<file path="config.mk">
export PLATFORM = sky130hd
export DESIGN_NAME = reg_bus_initiator_flat
export DESIGN_NICKNAME = d
export VERILOG_FILES = /design/src/rtl/reg_bus_pkg.sv /design/src/rtl/reg_bus_initiator_if.sv /design/src/rtl/reg_cmd_fifo.sv /design/src/rtl/reg_bus_initiator.sv /design/src/flat_wrapper.sv
export SDC_FILE = /design/constraint.sdc
export NUM_CORES = 1
export LEC_CHECK = 0
export ABC_AREA = 1
export BUFFER_PORTS_ARGS = -buffer_cell sky130_fd_sc_hd__buf_2
export CORE_UTILIZATION = 30
export DETAILED_ROUTE_END_ITERATION = 12
export SLEW_MARGIN = 40
export SYNTH_ARGS = -nofsm -noshare
export SYNTH_HDL_FRONTEND = slang
export SYNTH_SLANG_ARGS = --single-unit
export TNS_END_PERCENT = 1
</file>
<file path="constraint.sdc">
create_clock -name clk -period 6.08 [get_ports clk]
set_clock_uncertainty 0.1 [all_clocks]
set_input_delay 0.608 -clock clk [delete_from_list [all_inputs] [get_ports clk]]
set_output_delay 0.608 -clock clk [all_outputs]
set_load 0.005 [all_outputs]
</file>
<file path="src/rtl/reg_bus_pkg.sv">
// Shared types and default sizes for the register-bus initiator.
//   reg_cmd_t          : one queued command (write flag, address, write data)
//   initiator_state_t  : transaction sequencer states
package reg_bus_pkg;

   localparam int REG_ADDR_W    = 8;
   localparam int REG_DATA_W    = 16;
   localparam int REG_CMD_DEPTH = 4;
   localparam int REG_TIMEOUT   = 16;

   typedef struct packed {
      logic                  write;
      logic [REG_ADDR_W-1:0] addr;
      logic [REG_DATA_W-1:0] wdata;
   } reg_cmd_t;

   typedef enum logic [1:0] {
      IDLE = 2'd0,
      REQ  = 2'd1,
      WAIT = 2'd2,
      RESP = 2'd3
   } initiator_state_t;

endpackage

</file>
<file path="src/rtl/reg_bus_initiator_if.sv">
// Signal bundle for the register-bus initiator.
//   cmd_*  : command port (valid/ready), into the initiator
//   rsp_*  : response port (valid/ready), out of the initiator
//   bus_*  : register-bus handshake toward the slave register blocks
// Modports:
//   master : the initiator's view
//   slave  : the view of whatever surrounds it (command source, response
//            sink and the register slave)
interface reg_bus_initiator_if
   import reg_bus_pkg::*;
#(
   parameter int ADDR_W = REG_ADDR_W,
   parameter int DATA_W = REG_DATA_W
);

   logic              cmd_valid;
   logic              cmd_ready;
   logic              cmd_write;
   logic [ADDR_W-1:0] cmd_addr;
   logic [DATA_W-1:0] cmd_wdata;

   logic              rsp_valid;
   logic              rsp_ready;
   logic [DATA_W-1:0] rsp_rdata;
   logic              rsp_err;

   logic              bus_req;
   logic              bus_we;
   logic [ADDR_W-1:0] bus_addr;
   logic [DATA_W-1:0] bus_wdata;
   logic [DATA_W-1:0] bus_rdata;
   logic              bus_ack;

   modport master (
      input  cmd_valid, cmd_write, cmd_addr, cmd_wdata,
      output cmd_ready,
      output rsp_valid, rsp_rdata, rsp_err,
      input  rsp_ready,
      output bus_req, bus_we, bus_addr, bus_wdata,
      input  bus_rdata, bus_ack
   );

   modport slave (
      output cmd_valid, cmd_write, cmd_addr, cmd_wdata,
      input  cmd_ready,
      input  rsp_valid, rsp_rdata, rsp_err,
      output rsp_ready,
      input  bus_req, bus_we, bus_addr, bus_wdata,
      output bus_rdata, bus_ack
   );

endinterface

</file>
<file path="src/rtl/reg_cmd_fifo.sv">
// Command FIFO for the register-bus initiator.
//   clk, rst   : clock, asynchronous active-high reset
//   i_push     : write i_data (taken when not full, or when full and popping)
//   i_pop      : drop the head entry (ignored when empty)
//   o_data     : head entry, valid while !o_empty
//   o_full     : no free slot
//   o_empty    : nothing queued
// Pointers carry one extra wrap bit so full and empty are distinguishable
// with DEPTH a power of two.
module reg_cmd_fifo
   import reg_bus_pkg::*;
#(
   parameter int  DEPTH = REG_CMD_DEPTH,
   parameter type T     = reg_cmd_t
) (
   input  logic clk,
   input  logic rst,
   input  logic i_push,
   input  T     i_data,
   input  logic i_pop,
   output T     o_data,
   output logic o_full,
   output logic o_empty
);

   localparam int AW = $clog2(DEPTH);

   logic [AW:0] r_wr_ptr;
   logic [AW:0] r_rd_ptr;
   T            r_mem [DEPTH];
   logic        w_wr_en;
   logic        w_rd_en;

   assign o_empty = (r_wr_ptr == r_rd_ptr);
   assign o_full  = (r_wr_ptr[AW] != r_rd_ptr[AW]) &&
                    (r_wr_ptr[AW-1:0] == r_rd_ptr[AW-1:0]);

   // A push into a full FIFO is legal when the head leaves in the same cycle.
   assign w_rd_en = i_pop && !o_empty;
   assign w_wr_en = i_push && (!o_full || w_rd_en);

   assign o_data = r_mem[r_rd_ptr[AW-1:0]];

   always_ff @(posedge clk or posedge rst) begin
      if (rst) begin
         r_wr_ptr <= '0;
         r_rd_ptr <= '0;
      end else begin
         if (w_wr_en) r_wr_ptr <= r_wr_ptr + (AW+1)'(1);
         if (w_rd_en) r_rd_ptr <= r_rd_ptr + (AW+1)'(1);
      end
   end

   always_ff @(posedge clk) begin
      if (w_wr_en) r_mem[r_wr_ptr[AW-1:0]] <= i_data;
   end

endmodule

</file>
<file path="src/rtl/reg_bus_initiator.sv">
// Synthesizable register-bus master.
//   clk, rst : clock, asynchronous active-high reset
//   bus_if   : master modport carrying the command port, the response port
//              and the register-bus handshake
// Commands are queued, issued one at a time as a single-cycle bus_req, and
// answered in order with read data and a timeout flag.
//
//   state | meaning
//   ------+--------------------------------------------------------------
//   IDLE  | nothing in flight; pops the next command when one is queued
//   REQ   | bus_req high for this single cycle; ack may already arrive
//   WAIT  | request held on the bus, counting cycles until ack or timeout
//   RESP  | response presented until the consumer takes it
module reg_bus_initiator
   import reg_bus_pkg::*;
#(
   parameter int ADDR_W    = REG_ADDR_W,
   parameter int DATA_W    = REG_DATA_W,
   parameter int CMD_DEPTH = REG_CMD_DEPTH,
   parameter int TIMEOUT   = REG_TIMEOUT
) (
   input  logic                clk,
   input  logic                rst,
   reg_bus_initiator_if.master bus_if
);

   localparam int                CNT_W       = $clog2(TIMEOUT + 1);
   localparam logic [CNT_W-1:0] TIMEOUT_CNT = CNT_W'(TIMEOUT);

   typedef struct packed {
      logic              write;
      logic [ADDR_W-1:0] addr;
      logic [DATA_W-1:0] wdata;
   } cmd_t;

   initiator_state_t  r_state;
   initiator_state_t  w_state_nxt;

   cmd_t              w_push_data;
   cmd_t              w_head;
   logic              w_push;
   logic              w_pop;
   logic              w_full;
   logic              w_empty;

   logic              w_done;
   logic              w_timeout_err;
   logic [CNT_W-1:0]  r_cnt;

   logic              r_bus_we;
   logic [ADDR_W-1:0] r_bus_addr;
   logic [DATA_W-1:0] r_bus_wdata;
   logic [DATA_W-1:0] r_rsp_rdata;
   logic              r_rsp_err;

   assign w_push      = bus_if.cmd_valid && !w_full;
   assign w_push_data = {bus_if.cmd_write, bus_if.cmd_addr, bus_if.cmd_wdata};

   reg_cmd_fifo #(
      .DEPTH (CMD_DEPTH),
      .T     (cmd_t)
   ) u_cmd_fifo (
      .clk     (clk),
      .rst     (rst),
      .i_push  (w_push),
      .i_data  (w_push_data),
      .i_pop   (w_pop),
      .o_data  (w_head),
      .o_full  (w_full),
      .o_empty (w_empty)
   );

   always_ff @(posedge clk or posedge rst) begin
      if (rst) r_state <= IDLE;
      else     r_state <= w_state_nxt;
   end

   always_comb begin
      w_state_nxt   = r_state;
      w_pop         = 1'b0;
      w_done        = 1'b0;
      w_timeout_err = 1'b0;
      case (r_state)
         IDLE: begin
            if (!w_empty) begin
               w_pop       = 1'b1;
               w_state_nxt = REQ;
            end
         end
         REQ: begin
            if (bus_if.bus_ack) begin
               w_done      = 1'b1;
               w_state_nxt = RESP;
            end else begin
               w_state_nxt = WAIT;
            end
         end
         WAIT: begin
            // Ack is tested first so that an ack on the final cycle still wins.
            if (bus_if.bus_ack) begin
               w_done      = 1'b1;
               w_state_nxt = RESP;
            end else if (r_cnt == TIMEOUT_CNT) begin
               w_done        = 1'b1;
               w_timeout_err = 1'b1;
               w_state_nxt   = RESP;
            end
         end
         RESP: begin
            if (bus_if.rsp_ready) w_state_nxt = IDLE;
         end
         default: w_state_nxt = IDLE;
      endcase
   end

   // r_cnt counts cycles since the request: 1 on the first WAIT cycle.
   always_ff @(posedge clk or posedge rst) begin
      if (rst) begin
         r_cnt <= '0;
      end else if (r_state == REQ) begin
         r_cnt <= CNT_W'(1);
      end else if (r_state == WAIT) begin
         r_cnt <= r_cnt + CNT_W'(1);
      end else begin
         r_cnt <= '0;
      end
   end

   always_ff @(posedge clk or posedge rst) begin
      if (rst) begin
         r_bus_we    <= 1'b0;
         r_bus_addr  <= '0;
         r_bus_wdata <= '0;
         r_rsp_rdata <= '0;
         r_rsp_err   <= 1'b0;
      end else begin
         if (w_pop) begin
            r_bus_we    <= w_head.write;
            r_bus_addr  <= w_head.addr;
            r_bus_wdata <= w_head.wdata;
         end
         if (w_done) begin
            r_rsp_err   <= w_timeout_err;
            r_rsp_rdata <= (w_timeout_err || r_bus_we) ? '0 : bus_if.bus_rdata;
         end
      end
   end

   assign bus_if.cmd_ready = !w_full;
   assign bus_if.bus_req   = (r_state == REQ);
   assign bus_if.bus_we    = r_bus_we;
   assign bus_if.bus_addr  = r_bus_addr;
   assign bus_if.bus_wdata = r_bus_wdata;
   assign bus_if.rsp_valid = (r_state == RESP);
   assign bus_if.rsp_rdata = r_rsp_rdata;
   assign bus_if.rsp_err   = r_rsp_err;

endmodule

</file>
<file path="src/flat_wrapper.sv">
// flat-port wrapper written by rule: the top's interface ports become plain ports
module reg_bus_initiator_flat import reg_bus_pkg::*;
#(
   parameter int ADDR_W    = REG_ADDR_W,
   parameter int DATA_W    = REG_DATA_W,
   parameter int CMD_DEPTH = REG_CMD_DEPTH,
   parameter int TIMEOUT   = REG_TIMEOUT
)
  (clk, rst, bus_if_cmd_valid, bus_if_cmd_write, bus_if_cmd_addr, bus_if_cmd_wdata, bus_if_cmd_ready, bus_if_rsp_valid, bus_if_rsp_rdata, bus_if_rsp_err, bus_if_rsp_ready, bus_if_bus_req, bus_if_bus_we, bus_if_bus_addr, bus_if_bus_wdata, bus_if_bus_rdata, bus_if_bus_ack);
  reg_bus_initiator_if #(.ADDR_W(ADDR_W), .DATA_W(DATA_W)) bus_if_i ();
  input  logic clk;
  input  logic rst;
  input wire logic [$bits(bus_if_i.cmd_valid)-1:0] bus_if_cmd_valid;
  input wire logic [$bits(bus_if_i.cmd_write)-1:0] bus_if_cmd_write;
  input wire logic [$bits(bus_if_i.cmd_addr)-1:0] bus_if_cmd_addr;
  input wire logic [$bits(bus_if_i.cmd_wdata)-1:0] bus_if_cmd_wdata;
  output wire logic [$bits(bus_if_i.cmd_ready)-1:0] bus_if_cmd_ready;
  output wire logic [$bits(bus_if_i.rsp_valid)-1:0] bus_if_rsp_valid;
  output wire logic [$bits(bus_if_i.rsp_rdata)-1:0] bus_if_rsp_rdata;
  output wire logic [$bits(bus_if_i.rsp_err)-1:0] bus_if_rsp_err;
  input wire logic [$bits(bus_if_i.rsp_ready)-1:0] bus_if_rsp_ready;
  output wire logic [$bits(bus_if_i.bus_req)-1:0] bus_if_bus_req;
  output wire logic [$bits(bus_if_i.bus_we)-1:0] bus_if_bus_we;
  output wire logic [$bits(bus_if_i.bus_addr)-1:0] bus_if_bus_addr;
  output wire logic [$bits(bus_if_i.bus_wdata)-1:0] bus_if_bus_wdata;
  input wire logic [$bits(bus_if_i.bus_rdata)-1:0] bus_if_bus_rdata;
  input wire logic [$bits(bus_if_i.bus_ack)-1:0] bus_if_bus_ack;
  assign bus_if_i.cmd_valid = bus_if_cmd_valid;
  assign bus_if_i.cmd_write = bus_if_cmd_write;
  assign bus_if_i.cmd_addr = bus_if_cmd_addr;
  assign bus_if_i.cmd_wdata = bus_if_cmd_wdata;
  assign bus_if_cmd_ready = bus_if_i.cmd_ready;
  assign bus_if_rsp_valid = bus_if_i.rsp_valid;
  assign bus_if_rsp_rdata = bus_if_i.rsp_rdata;
  assign bus_if_rsp_err = bus_if_i.rsp_err;
  assign bus_if_i.rsp_ready = bus_if_rsp_ready;
  assign bus_if_bus_req = bus_if_i.bus_req;
  assign bus_if_bus_we = bus_if_i.bus_we;
  assign bus_if_bus_addr = bus_if_i.bus_addr;
  assign bus_if_bus_wdata = bus_if_i.bus_wdata;
  assign bus_if_i.bus_rdata = bus_if_bus_rdata;
  assign bus_if_i.bus_ack = bus_if_bus_ack;
  reg_bus_initiator #(.ADDR_W(ADDR_W), .DATA_W(DATA_W), .CMD_DEPTH(CMD_DEPTH), .TIMEOUT(TIMEOUT)) u_core (.clk(clk), .rst(rst), .bus_if(bus_if_i));
endmodule
</file>
==> results.txt, run 1 <==
Max VDD drop = 0.000203 V
required time of the critical path = 6.01 ns
CTS sink cnt = 155
crit start category = register
DIE AREA = 21300 um2
setup violators final = 0
Hold Worst Slack = 0.293 ns
Tcrit/Tclk final = 0.456
Syn Inst Count = 529
Nets = 678
total gr overflow = 0
Num CTS Buffers = 17
Post-DP HPWL = 7.66 mm
share of cells above drive strength 1 = 0.234
FF-to-FF setup slack = 3.31 ns
Vias = 3908
largest net degree at the start of global routing = 56
clk slew on worst S/H paths = 0.06 ns
clk_lat worst skew = 0.42 ns
row count = 52
status = complete, no violations
Core ar. = 20200 um2
post-DR vias/cell = 4.33
IO Pins = 91
CP Max Fanout = 29
setup TNS = 0 ns
slew margin rel. = 0.493
Pre-antenna DRT Iters = 5
crit path time final = 2.77 ns
Crit path arrival time = 2.70 ns
WL/cell = 14.1 um
fin cells = 903
sequential-to-total area share from yosys stat = 0.705
final wirelength = 12.7 mm
antenna viol nets, final = 0
postcts setup bufs = 0
post-CTS sizing = 0
Unique masters post-synth = 29
DP Worst Slack = 3.21 ns
Die H = 146 um
Area growth, synth to finish = 21.3%
CP Class = reg2reg
initial DRC count = 197
max-slew violations = 0
cts hold-fix bufs = 0
Synth Register Bits = 155
Final Wtd Congestion = 0.723
RSZ-0062 raised after global routing = no
crit end category = register
global-route wire length before repair = 20.1 mm
Die X = 146 um
Cell Pwr Density = 507 nW/um2
CTS tree = yes
slew at the pin closest to its max-slew limit = 0.759 ns
Synth Warn # = 0
Synthesized Nets = 587
DRC violations left = 0
Placed Instances = 868
MaxCap Viol Count = 0
# diodes = 0
Hold Vio Cnt, Final = 0
Total GRT Usage = 0.123
leakage power = 3.18 nW
Root Buffer = clkbuf_16
CTS H-tree lvls = 4
CTS Buffer Depth = 2
Avg Cell Area, Syn = 11.7 um2
Fmax achieved = 0.361 GHz
Worst Setup Slack, final = 3.31 ns
initial antenna violation count = 0
Initial Util = 0.307
mapped cell area = 6210 um2
Port Buffer Count = 90
Hold WC Path Type = in2async
vias in the first global route = 3766
[power breakdown]
part,switching (W),internal [W],leakage [nW]
clock network,0.000402,0.000600,0.271
registers,0.000217,0.00144,1.61
logic,0.000722,0.000432,1.30
[layout make-up]
cell class                      count  area, um2
Sequential cell                   155       4380
Tap cell                          270        338
Clock buffer                       23        479
Timing Repair Buffer               95        523
Inverter                           21       81.3
Fill cell                        1955      12700
Multi-Input combinational cell    330       1630
Clock inverter                      9       88.8
[registers in the layout (all words and copies together) (netlist names), 2 cells and up]
| register | cells |
|---|---|
| u_core.r_cnt | 5 |
| u_core.r_state | 2 |
| u_core.u_cmd_fifo.r_wr_ptr | 3 |
| u_core.bus_if.bus_addr | 8 |
| u_core.u_cmd_fifo.r_mem | 100 |
| u_core.u_cmd_fifo.r_rd_ptr | 3 |
| u_core.bus_if.bus_wdata | 16 |
| u_core.bus_if.rsp_rdata | 16 |
[Yosys cell counts]
master	instances	area share
buf_1	1	0.00060
buf_2	4	0.0032
inv_1	19	0.011
nand3_2	1	0.0016
a21boi_1	1	0.0012
inv_4	1	0.0010
nand3_1	8	0.0064
buf_4	1	0.0012
nand2_1	143	0.086
buf_6	5	0.0091
nor2_1	60	0.036
edfxtp_1	100	0.48
o22ai_1	25	0.025
o21a_1	1	0.0012
nor2_4	1	0.0018
clkbuf_1	11	0.0067
inv_2	1	0.00060
nand2_4	1	0.0018
ha_1	12	0.024
xor2_1	3	0.0042
buf_8	1	0.0024
xnor2_1	1	0.0014
xnor2_4	1	0.0044
nand2_2	12	0.012
a21oi_1	3	0.0024
dfrtp_1	55	0.22
nand4_2	1	0.0020
o21ai_0	54	0.044
nand4_1	2	0.0020
[final timing paths]
| path | startpoint | endpoint | cells after the start |
|---|---|---|---|
| max in group asynchronous | rst | u_core.u_cmd_fifo.r_rd_ptr[0]$_DFFE_PP0P_ | 3 |
| min in group clk | bus_if_bus_rdata[5] | u_core.bus_if.rsp_rdata[5]$_DFFE_PP0P_ | 3 |
| min | rst | u_core.bus_if.bus_addr[3]$_DFFE_PP0P_ | 3 |
| min reg2reg | u_core.bus_if.rsp_rdata[14]$_DFFE_PP0P_ | u_core.bus_if.rsp_rdata[14]$_DFFE_PP0P_ | 2 |
| max | u_core.u_cmd_fifo.r_rd_ptr[1]$_DFFE_PP0P_ | u_core.u_cmd_fifo.r_mem[2][8]$_DFFE_PP_ | 6 |
| max reg2reg | u_core.u_cmd_fifo.r_rd_ptr[1]$_DFFE_PP0P_ | u_core.u_cmd_fifo.r_mem[2][8]$_DFFE_PP_ | 6 |
[metrics by stage]
stage | utilization | instance area (um2) | total power (W)
2_1_floorplan | - | 6210 | 0.00246
3_3_place_gp | 0.341 | 6900 | 0.00282
3_5_place_dp | 0.341 | 6900 | 0.00284
4_1_cts | 0.369 | 7470 | 0.00385
5_1_grt | 0.372 | 7530 | 0.00411
6_report | 0.372 | 7530 | 0.00382
[critical path, cell delays in order, from the launching register on]
cell and delay [ns]:
dfrtp_2 0.71, inv_4 0.23, nand2_1 0.13, nand2_2 0.08, nand4_2 0.14, nand2_1 0.30
nor2_4 0.69
[layer usage]
metal	wire length [um]	GRT usage	vias to the layer above
met2	6070	0.196	114
met4	76	0.0411	0
li1	-	-	1986
met5	0	0	-
met3	738	0.0295	8
met1	5810	0.165	1800
[logic make-up after synthesis]
logic type      count (synthesis)  share of synthesized area
compound gates                 84                     0.0736
fa+ha+maj                      12                     0.0242
buf+inv                        44                     0.0363
simple gates                  229                      0.151
flops                         155                      0.705
xor+xnor                        5                     0.0101
[layout by cell type, fill, tap and decap left out, drive strengths merged, types with 3 or more instances in the layout]
cell type,n
buf,95
edfxtp,100
inv,22
o21ai,54
a21oi,3
nand3,9
xor2,3
o22ai,25
clkinv,5
ha,12
nor2,61
clkbuf,23
dfrtp,55
nand2,156
nand4,3
No activity file was read; power rests on OpenSTA's default activity.
==> inputs of run 2 (changes only) <==
- clock period: 6.08 -> 2.4 ns (I/O delays scaled with it)
==> results.txt, run 2 (synthesis gave the netlist of run 1 again) <==
max FFs per register = 100
clk slew on worst S/H paths = 0.06 ns
GRT met3 Usage = 0.0379
Port Buffer Count = 90
CTS Buffer Depth = 2
RSZ-0062 raised after global routing = no
reg2reg start = u_core.u_cmd_fifo.r_wr_ptr[1]$_DFFE_PP0P_
CP Class = reg2reg
Pre-antenna DRT Iters = 4
commonest non-fill, non-tap cell in the layout = nand2_1
slew margin rel. = 0.585
setup TNS = 0 ns
Tcrit/Tclk final = 0.851
Die X = 146 um
clk_lat worst skew = 0.42 ns
r2r worst-path depth = 7
CP Max Fanout = 19
Worst Setup Slack, final = 0.359 ns
Vias = 4228
Fmax achieved = 0.490 GHz
share of cells above drive strength 1 = 0.232
max-slew violations = 0
Initial Util = 0.307
Hold Startpoint = bus_if_cmd_valid
vias in the first global route = 4145
# diodes = 0
total gr overflow = 0
global-route wire length before repair = 21.8 mm
Hold Vio Cnt, Final = 0
Worst Hold Path Cells = 3
Total GRT Usage = 0.133
cts hold-fix bufs = 42
Placed Instances = 880
Die H = 146 um
leakage power = 3.39 nW
initial DRC count = 298
Area growth, synth to finish = 28.6%
largest net degree at the start of global routing = 53
Max VDD drop = 0.000562 V
Worst R2R End = u_core.u_cmd_fifo.r_mem[3][12]$_DFFE_PP_
crit start category = register
post-CTS sizing = 0
Hold WC Path Type = in2reg
initial antenna violation count = 0
MaxCap Viol Count = 0
Num CTS Buffers = 17
Post-DP HPWL = 8.21 mm
crit path time final = 2.04 ns
antenna viol nets, final = 0
IO Pins = 91
Final Core Density = 0.395
required time of the critical path = 2.42 ns
Nets = 729
Root Buffer = clkbuf_16
WL/cell = 14.2 um
CTS sink cnt = 155
DP Worst Slack = 0.354 ns
final wirelength = 13.5 mm
FF-to-FF setup slack = 0.36 ns
DIE AREA = 21300 um2
row count = 52
status = complete, no violations
postcts setup bufs = 0
fillers = 1926
Crit path arrival time = 2.06 ns
CTS H-tree lvls = 4
GRT met2 Usage = 0.211
setup violators final = 0
global routing usage on met1 = 0.176
crit end category = register
fin cells = 954
slew at the pin closest to its max-slew limit = 0.621 ns
Final Wtd Congestion = 0.737
worst-case hold path end point = u_core.u_cmd_fifo.r_wr_ptr[0]$_DFFE_PP0P_
Cell Pwr Density = 1230 nW/um2
most frequent cells in the layout = 143 x nand2_1, 100 x edfxtp_1, 90 x buf_2
Core ar. = 20200 um2
post-DR vias/cell = 4.43
DRC violations left = 0
CTS tree = yes
GR peak layer = met2
## run 2: through the flow
| stage | total power (W) | cell area (um2) | hold WS, ns |
|---|---|---|---|
| 3_5_place_dp | 0.00737 | 7010 | 0.264 |
| 4_1_cts | 0.00994 | 7990 | 0.00671 |
| 5_1_grt | 0.0105 | 7990 | 0.0240 |
| 3_3_place_gp | 0.00731 | 7010 | 0.263 |
| 6_report | 0.00980 | 7990 | 0.0228 |
| 2_1_floorplan | 0.00623 | 6210 | 0.239 |
## run 2: final cells by class
cell class,count,area [um2],area share
well taps,270,338,0.0423
clock inverters,12,105,0.0132
flip-flops and latches,155,4380,0.548
inverters,21,81.3,0.0102
repair buffers,146,1000,0.125
multi-input cells,330,1630,0.205
clock buffers,20,447,0.0559
## run 2: worst max-delay path by stage
stage	cells past startpoint	startpoint	slack, ns	to
2_1_floorplan	5	u_core.u_cmd_fifo.r_rd_ptr[0]$_DFFE_PP0P_	-0.13	u_core.u_cmd_fifo.r_mem[0][0]$_DFFE_PP_
3_3_place_gp	8	u_core.r_state[1]$_DFFE_PP0P_	0.41	u_core.bus_if.rsp_rdata[1]$_DFFE_PP0P_
3_5_place_dp	7	u_core.u_cmd_fifo.r_wr_ptr[1]$_DFFE_PP0P_	0.35	u_core.u_cmd_fifo.r_mem[2][11]$_DFFE_PP_
4_1_cts	7	u_core.u_cmd_fifo.r_wr_ptr[1]$_DFFE_PP0P_	0.35	u_core.u_cmd_fifo.r_mem[2][12]$_DFFE_PP_
5_1_grt	8	u_core.r_state[1]$_DFFE_PP0P_	0.20	u_core.bus_if.rsp_rdata[10]$_DFFE_PP0P_
6_report	7	u_core.u_cmd_fifo.r_wr_ptr[1]$_DFFE_PP0P_	0.36	u_core.u_cmd_fifo.r_mem[3][12]$_DFFE_PP_
## run 2: metal layers
layer	routed length, um	share of wire	vias up
li1	-	-	2081
met2	6270	0.46	101
met5	0	0	-
met4	112	0.0083	0
met1	6560	0.48	2037
met3	605	0.045	9
## run 2: power by group
| part | internal [W] | switching [W] |
|---|---|---|
| clock network | 0.00138 | 0.00111 |
| registers | 0.00365 | 0.000336 |
| logic | 0.00120 | 0.00212 |
| total | 0.00623 | 0.00356 |
## run 2: critical path, stage by stage (launching register included)
cell,delay (ns)
dfrtp_1,0.42
inv_1,0.11
nand2_1,0.09
nand2_2,0.08
nand4_2,0.14
nand2_1,0.25
nor2_4,0.33
buf_12,0.22
==> inputs of run 3 (changes only) <==
- SYNTH_HIERARCHICAL: unset -> 1
- TNS_END_PERCENT: 1 -> unset
==> results.txt, run 3 <==
total gr overflow = 0
status = complete, no violations
Worst path slowest cell = dfrtp_1
clk slew on worst S/H paths = 0.07 ns
Hold Startpoint = bus_if_rsp_ready
Final Wtd Congestion = 0.783
Worst path most repeated cell = nor2_1
Post-Synth Simple-Gate Area = 0.143
Initial Util = 0.310
leakage power = 3.45 nW
MaxCap Viol Count = 0
Placed Instances = 893
Synthesized Nets = 599
top cells by instance count after synthesis = 118 x nand2_1, 100 x edfxtp_1, 59 x nor2_1
DRC violations left = 0
final wirelength = 13.9 mm
Multi-input gate area = 1740 um2
Area contributors post-synth = edfxtp_1 47%, dfrtp_1 22%, nand2_1 7.0%, o21ai_0 4.3%, nor2_1 3.5%
CP Class = reg2reg
clk_lat worst skew = 0.42 ns
initial antenna violation count = 0
mux share of post-synthesis cell area = 0
Num CTS Buffers = 17
required time of the critical path = 2.40 ns
postcts setup bufs = 0
Area growth, synth to finish = 29.0%
WL/cell = 14.4 um
most common cell in the netlist = nand2_1
Core ar. = 20500 um2
Worst Hold Path Cells = 5
crit start category = register
Fmax achieved = 0.475 GHz
Die H = 148 um
share of cells above drive strength 1 = 0.254
FF/Latch Area = 4380 um2
Max VDD drop = 0.000613 V
mapped cell area = 6350 um2
Syn Inst Count = 541
fillers = 1988
IO Pins = 91
slew at the pin closest to its max-slew limit = 0.549 ns
Unique masters post-synth = 32
FF-to-FF setup slack = 0.29 ns
DIE AREA = 21800 um2
CTS sink cnt = 155
Hold Vio Cnt, Final = 0
post-synthesis compound-gate area fraction = 0.0931
largest family of logic cells by synthesized area = simple AND/OR/NAND/NOR gates
Post-DP HPWL = 8.88 mm
CP max stage delay = 0.49 ns
Port Buffer Count = 90
r2r worst-path depth = 7
row count = 52
Main synth FF type = edfxtp_1
Hold WC Path Type = in2reg
most frequent cells in the layout = 117 x nand2_1, 100 x edfxtp_1, 90 x buf_2
crit end category = register
max FFs per register = 100
vias in the first global route = 4232
Synth Register Bits = 155
fin cells = 967
max-slew violations = 0
reg2reg start = u_core/u_cmd_fifo/r_wr_ptr[0]$_DFFE_PP0P_
largest area contributor in the netlist = edfxtp_1
largest net degree at the start of global routing = 54
RSZ-0062 raised after global routing = no
sequential-to-total area share from yosys stat = 0.689
antenna viol nets, final = 0
commonest non-fill, non-tap cell in the layout = nand2_1
Worst R2R End = u_core/u_cmd_fifo/r_mem[1][9]$_DFFE_PP_
Synth Warn # = 6
setup TNS = 0 ns
CP Max Fanout = 17
worst path cell trace = xnor2_4, nand2_1, nor2_1, nor2_1, nand2_4, nor2_4, buf_4
Async SR Flop Fraction = 0.355
top cell type's share of synthesized area = 0.473
global-route wire length before repair = 22.7 mm
worst-case hold path end point = u_core/r_state[1]$_DFFE_PP0P_
# diodes = 0
Crit path arrival time = 2.11 ns
Pre-antenna DRT Iters = 4
Die X = 148 um
Tcrit/Tclk final = 0.878
initial DRC count = 221
crit path time final = 2.11 ns
Vias = 4319
Synth Area in XOR/XNOR = 0.00985
post-DR vias/cell = 4.47
adder-cell area share of the yosys netlist = 0.0236
Avg Cell Area, Syn = 11.7 um2
CTS tree = yes
Top Family by Delay on Critical Path = simple AND/OR/NAND/NOR gates
setup violators final = 0
slew margin rel. = 0.634
CTS H-tree lvls = 4
Nets = 742
critical path buffer and inverter count = 1
Root Buffer = clkbuf_16
Post-synth EDFFs = 100
Total GRT Usage = 0.136
Cell Pwr Density = 1250 nW/um2
CTS Buffer Depth = 2
[run 3: changes by cell type after synthesis, moves of 6 or more]
cell     previous run  this run
nand2_1           143       118
nand3_1             8        26
o21ai_2             0        13
nand2_2            12         4
buf_2               4        10
inv_1              19        25
[run 3: per-layer routing]
| layer | track usage | up-vias | routed length (um) |
|---|---|---|---|
| met4 | 0.0433 | 0 | 157 |
| li1 | - | 2152 | - |
| met5 | 0 | - | 0 |
| met2 | 0.225 | 89 | 6680 |
| met1 | 0.175 | 2065 | 6520 |
| met3 | 0.0361 | 13 | 576 |
[run 3: area by class of cell]
class	count	area share
Timing Repair Buffer	149	0.126
Sequential cell	155	0.535
Clock buffer	17	0.0519
Clock inverter	15	0.0192
Inverter	29	0.0139
Tap cell	270	0.0412
Multi-Input combinational cell	332	0.213
[run 3: worst max-delay path by stage]
stage                                                    startpoint                                  endpoint  cells past startpoint
after detailed placement  u_core/u_cmd_fifo/r_rd_ptr[1]$_DFFE_PP0P_  u_core/u_cmd_fifo/r_mem[3][12]$_DFFE_PP_                      9
after CTS                 u_core/u_cmd_fifo/r_rd_ptr[1]$_DFFE_PP0P_  u_core/u_cmd_fifo/r_mem[3][18]$_DFFE_PP_                      9
after global routing      u_core/u_cmd_fifo/r_wr_ptr[0]$_DFFE_PP0P_   u_core/bus_if.bus_wdata[11]$_DFFE_PP0P_                      8
final                     u_core/u_cmd_fifo/r_wr_ptr[0]$_DFFE_PP0P_   u_core/u_cmd_fifo/r_mem[1][9]$_DFFE_PP_                      7
after global placement    u_core/u_cmd_fifo/r_rd_ptr[1]$_DFFE_PP0P_  u_core/u_cmd_fifo/r_mem[1][14]$_DFFE_PP_                      9
after floorplan           u_core/u_cmd_fifo/r_rd_ptr[1]$_DFFE_PP0P_   u_core/u_cmd_fifo/r_mem[3][0]$_DFFE_PP_                     11
[run 3: power breakdown]
part | leakage, nW | switching [W] | internal, W
Combinational | 1.57 | 0.00228 | 0.00130
Clock | 0.278 | 0.00115 | 0.00147
Sequential | 1.61 | 0.000334 | 0.00368
Total | 3.45 | 0.00376 | 0.00644
[run 3: kinds of logic (layout without fill, tap and decap cells)]
family                     Yosys count  count (layout)
adders and majority gates           12              12
DFF                                155             155
buffers and inverters               54             210
xor gates and xnor gates             5               5
and+or+nand+nor                    215             215
AOI/OAI and AO/OA                  100             100
[run 3: tightest hold or removal path, stage by stage]
cell     delay, ns
buf_2         0.10
inv_1         0.06
a22oi_1       0.10
nand3_1       0.09
nand2_1       0.05
[run 3: through the flow]
step,setup WS [ns],total power (W),utilization,hold WS [ns],area [um2]
final,0.293,0.0102,0.400,0.149,8200
after global routing,0.118,0.0110,0.400,0.160,8200
after CTS,0.261,0.0104,0.400,0.109,8200
after detailed placement,0.279,0.00764,0.351,0.103,7190
after global placement,0.288,0.00759,0.351,0.102,7190
after floorplan,0.0181,0.00644,-,-0.0690,6390
[run 3: repair_timing]
item	CTS	global route
hold buffers	42	0
endpoints found under the hold margin	135	0
resized for setup	0	0
